===== src/rtl/wave_pwm_dac.sv =====
// wave_pwm_dac: converts the signed DDS sample into a 1-bit DAC stream,
// either frame-based PWM or first-order sigma-delta. One sample is latched
// per 2^WIDTH-enabled-cycle frame.
// Ports:
//   clock_in         system clock, rising edge
//   reset_in         synchronous active-high reset
//   enable_in        advance enable; low freezes state and forces outputs low
//   mode_in          0 = PWM, 1 = sigma-delta; taken at the load edge only
//   sample_in        signed two's-complement sample
//   pwm_out          registered 1-bit stream
//   frame_strobe_out registered 1-cycle pulse after each load edge
//   sample_held_out  sample latched at the last load edge
module wave_pwm_dac #(
  parameter int unsigned WIDTH = 6
) (
  input  logic             clock_in,
  input  logic             reset_in,
  input  logic             enable_in,
  input  logic             mode_in,
  input  logic [WIDTH-1:0] sample_in,
  output logic             pwm_out,
  output logic             frame_strobe_out,
  output logic [WIDTH-1:0] sample_held_out
);

  localparam int unsigned SUM_W = WIDTH + 1;
  localparam logic [WIDTH-1:0] DUTY_RST = WIDTH'(2 ** (WIDTH - 1));

  logic [WIDTH-1:0] cnt_q, cnt_d;
  logic [WIDTH-1:0] duty_q, duty_d;
  logic [WIDTH-1:0] acc_q, acc_d;
  logic             mode_q, mode_d;
  logic             pwm_q, pwm_d;
  logic             strobe_q, strobe_d;
  logic [WIDTH-1:0] held_q, held_d;

  logic             load;
  logic [WIDTH-1:0] code;
  logic [WIDTH-1:0] duty_eff;
  logic             mode_eff;
  logic [WIDTH-1:0] acc_base;
  logic [SUM_W-1:0] sum;

  // Datapath and next-state
  always_comb begin
    // Offset binary: flipping the sign bit maps -2^(W-1)..2^(W-1)-1 onto 0..2^W-1
    code     = {~sample_in[WIDTH-1], sample_in[WIDTH-2:0]};
    load     = enable_in && (cnt_q == '0);
    duty_eff = load ? code : duty_q;
    mode_eff = load ? mode_in : mode_q;
    // Entering a new mode starts the accumulator from zero
    acc_base = (load && (mode_in != mode_q)) ? '0 : acc_q;
    sum      = SUM_W'(acc_base) + SUM_W'(duty_eff);

    cnt_d    = cnt_q;
    duty_d   = duty_q;
    acc_d    = acc_q;
    mode_d   = mode_q;
    held_d   = held_q;
    pwm_d    = 1'b0;
    strobe_d = 1'b0;

    if (enable_in) begin
      cnt_d = cnt_q + WIDTH'(1);
      if (load) begin
        duty_d   = code;
        held_d   = sample_in;
        mode_d   = mode_in;
        strobe_d = 1'b1;
      end
      if (!mode_eff) begin
        pwm_d = (cnt_q < duty_eff);
      end else begin
        acc_d = sum[WIDTH-1:0];
        pwm_d = sum[WIDTH];
      end
    end
  end

  // State registers
  always_ff @(posedge clock_in) begin
    if (reset_in) begin
      cnt_q    <= '0;
      duty_q   <= DUTY_RST;
      acc_q    <= '0;
      mode_q   <= 1'b0;
      pwm_q    <= 1'b0;
      strobe_q <= 1'b0;
      held_q   <= '0;
    end else begin
      cnt_q    <= cnt_d;
      duty_q   <= duty_d;
      acc_q    <= acc_d;
      mode_q   <= mode_d;
      pwm_q    <= pwm_d;
      strobe_q <= strobe_d;
      held_q   <= held_d;
    end
  end

  assign pwm_out          = pwm_q;
  assign frame_strobe_out = strobe_q;
  assign sample_held_out  = held_q;

endmodule


===== config.mk =====
export PLATFORM = sky130hd
export DESIGN_NAME = wave_pwm_dac
export DESIGN_NICKNAME = d
export VERILOG_FILES = /design/src/rtl/wave_pwm_dac.sv
export SDC_FILE = /design/constraint.sdc
export NUM_CORES = 1
export LEC_CHECK = 0
export ABC_AREA = 1
export BUFFER_PORTS_ARGS = -buffer_cell sky130_fd_sc_hd__buf_2
export CAP_MARGIN = 5
export CORE_UTILIZATION = 50
export CTS_CLUSTER_DIAMETER = 30
export CTS_CLUSTER_SIZE = 8
export DETAILED_ROUTE_END_ITERATION = 12
export PLACE_DENSITY = 0.73
export SKIP_CTS_REPAIR_TIMING = 1
export SLEW_MARGIN = 20
export SYNTH_ARGS = -nofsm -noshare
export SYNTH_HDL_FRONTEND = slang
export SYNTH_SLANG_ARGS = --single-unit

===== constraint.sdc =====
create_clock -name clock_in -period 2.12 [get_ports clock_in]
set_input_delay 0.424 -clock clock_in [delete_from_list [all_inputs] [get_ports clock_in]]
set_output_delay 0.424 -clock clock_in [all_outputs]
set_load 0.1 [all_outputs]

==> flow_summary.json <==
{
  "overflow": 0,
  "whs_ps": 370,
  "synthMuxAreaShare": 0,
  "yosysMostFrequentCell": "nand2_1",
  "power_frac_comb": 0.359,
  "regToRegStartpoint": "cnt_q[0]$_SDFFE_PP0P_",
  "synth.distinct_cells": 26,
  "p_sw_uw": 460,
  "ctsHtreeMaxLevel": 1,
  "cp-startpoint": "cnt_q[0]$_SDFFE_PP0P_",
  "start_util": 0.531,
  "worstPathMaxFanout": 7,
  "synth_compound_area_frac": 0.116,
  "met2_length_microns": 1700,
  "hold_path_class": "in -> reg",
  "r2r_end": "pwm_out$_SDFF_PP0_",
  "numCtsBuffers": 3,
  "worst_pin_slew_ps": 484,
  "globalRouteTotalUtil": 0.223,
  "synthArstFlopShare": 0,
  "violations": "setup timing",
  "grt_pass1_vias": 1278,
  "ys_seq_area_frac": 0.369,
  "area.growth.synth_to_final_pct": 32.3,
  "nFillCells": 229,
  "die_h_microns": 56.1,
  "worstPathArrival_ps": 2550,
  "required_ps": 2390,
  "synth_xor_area_frac": 0.0179,
  "switching_share": 0.370,
  "synth_nets": 230,
  "max-cap-violations": 0,
  "synth.avg_cell_area_sq_um": 7.04,
  "via_per_inst": 4.98,
  "synth_area_leaders": "dfxtp_1, nand2_1, ha_1, inv_1, a21oi_1",
  "wl_met3_microns": 132,
  "gp_congestion": 0.808,
  "p_per_area_mw_per_mm2": 643,
  "place_ws_ps": -107,
  "skew_ps": 17.2,
  "p_leak_nw": 0.953,
  "syn_area_sq_mm": 0.00146,
  "fin_crit_ps": 2280,
  "worst_slack_ps": -156,
  "wl_met1_microns": 1680,
  "synth_common_cells": "nand2_1, inv_1, dfxtp_1",
  "io_pins": 18,
  "syn_inst": 208,
  "ys_seq_elements": 27,
  "synth_top_area_frac": 0.369,
  "fp.dieW_microns": 56.1,
  "min_from": "sample_in[4]",
  "die-area_sq_mm": 0.00315,
  "finalPower_mw": 1.24,
  "r2r_cells": 17,
  "synth_top_family_by_area": "simple AND/OR/NAND/NOR gates",
  "power_frac_seq": 0.448,
  "worst_hold_path.endpoint": "sample_held_out[4]$_SDFFE_PP0P_",
  "nets": 276,
  "fin_util": 0.702,
  "cts_buffer_depth": 2,
  "initialDrtViolationCount": 40,
  "clk_latency_ps": 350,
  "grt_pass1_wl_microns": 5460,
  "highest-signal-layer": "met4",
  "clk_pin_slew_ps": 160,
  "holdPathStages": 3,
  "drtPass1Iterations": 4,
  "num_vias": 1413,
  "final_max_slew_viol_count": 0,
  "drive_gt1_frac": 0.340,
  "rows": 19,
  "synth_edf_count": 0,
  "hpwlAfterDp_microns": 2530,
  "cts_tree": "yes",
  "p_int_uw": 785,
  "drc": 0,
  "yosys_warnings": 0,
  "cts.sinks": 27,
  "core_sq_mm": 0.00276,
  "status": "finished, violations left",
  "hold_violations": 0,
  "ir_drop_uv": 489,
  "wl_per_cell_microns": 12.7,
  "post-route-period-util": 1.07,
  "synth-simple-area-share": 0.284,
  "yosysTopAreaCell": "dfxtp_1",
  "drt_wl_total_microns": 3600,
  "grt_max_degree": 18,
  "finalSetupViolCount": 5,
  "synthFlopType": "dfxtp_1",
  "synth_adder_area_share": 0.108,
  "antenna_found_initial": 0,
  "crit_path_end_kind": "flip-flop",
  "p_clk_frac": 0.193,
  "setup.worst_path.class": "reg -> reg",
  "r2r_slack_ps": -160,
  "rsz0062_at_grt": "yes",
  "ant_nets": 0,
  "relSlewSlack": 0.680,
  "cp-start-kind": "flip-flop",
  "max_freq_mhz": 439,
  "n_antenna_cell": 0,
  "cts_root_buf": "clkbuf_4",
  "numPortBuffers": 17
}
cell type report:
cell class	instances	area, sq um	share of cell area
Clock buffer	4	26.3	0.0136
Inverter	38	145	0.0749
Multi-Input combinational cell	140	888	0.459
Sequential cell	27	543	0.280
Tap cell	31	38.8	0.0200
Timing Repair Buffer	44	295	0.152
metal layers:
layer  up-vias  global-route usage
li1        741                   -
met3         9              0.0326
met4         0               0.108
met2        36               0.367
met5         -                   0
met1       627               0.286
cell usage in the layout, fill, tap and decap left out, types with 2 or more instances in the layout:
cell type and instances:
nand2_1 43, nand3_1 7, buf_2 17, nor2_1 18
nand2_2 11, o21ai_2 2, ha_1 7, buf_4 25
nor3_1 4, buf_6 2, inv_2 7, ha_4 4
dfxtp_1 25, a21oi_1 18, clkbuf_4 3, o21ai_0 7
nor2_2 2, dfxtp_2 2, nor2_4 5, inv_1 30
power groups by stage:
stage,registers [mW],logic [mW],clock network [mW]
after CTS,0.557,0.392,0.237
after global placement,0.567,0.386,0
after detailed placement,0.568,0.391,0
after global routing,0.560,0.491,0.254
after floorplan,0.639,0.203,0
final,0.557,0.447,0.240
sequential cells by signal (all words and copies together) (netlist names):
name	flops
cnt_q	6
sample_held_out	6
acc_q	6
duty_q	6
frame_strobe_out	1
mode_q	1
pwm_out	1
worst max path at each step:
| stage | end | slack [ps] | cells after the start |
|---|---|---|---|
| 6_report | pwm_out$_SDFF_PP0_ | -160 | 17 |
| 5_1_grt | pwm_out$_SDFF_PP0_ | -300 | 17 |
| 4_1_cts | pwm_out$_SDFF_PP0_ | -120 | 17 |
| 3_5_place_dp | acc_q[4]$_SDFFE_PP0P_ | -110 | 17 |
| 3_3_place_gp | pwm_out$_SDFF_PP0_ | -90 | 17 |
| 2_1_floorplan | pwm_out$_SDFF_PP0_ | 3 | 17 |
kinds of logic (layout without fill, tap and decap cells):
kind of cell | count (synthesis) | count (layout)
AO/OA/AOI/OAI | 32 | 32
XOR/XNOR | 3 | 3
adder cells (fa/ha/maj) | 12 | 12
buffers and inverters | 41 | 86
flip-flops | 27 | 27
AND/OR/NAND/NOR | 93 | 93
per-stage QoR:
stage	std cells	instance area, sq um	TNS [ps]
2_1_floorplan	208	1510	0
5_1_grt	284	1940	-1370
3_5_place_dp	276	1790	-349
4_1_cts	280	1810	-396
3_3_place_gp	276	1790	-192
6_report	284	1940	-610
worst max-delay path, stage by stage (launching register included):
cell,delay [ps]
dfxtp_2,350
inv_2,70
ha_4,130
inv_2,40
nor2_4,100
nand3_4,170
nor2_4,240
nor2_4,60
ha_4,170
fa_2,390
nand2_2,80
nand2_2,60
nand2_2,70
nand2_2,60
nand2_1,60
a21oi_1,60
nand2_1,60
inv_1,40
No activity file was read; power rests on OpenSTA's default activity.
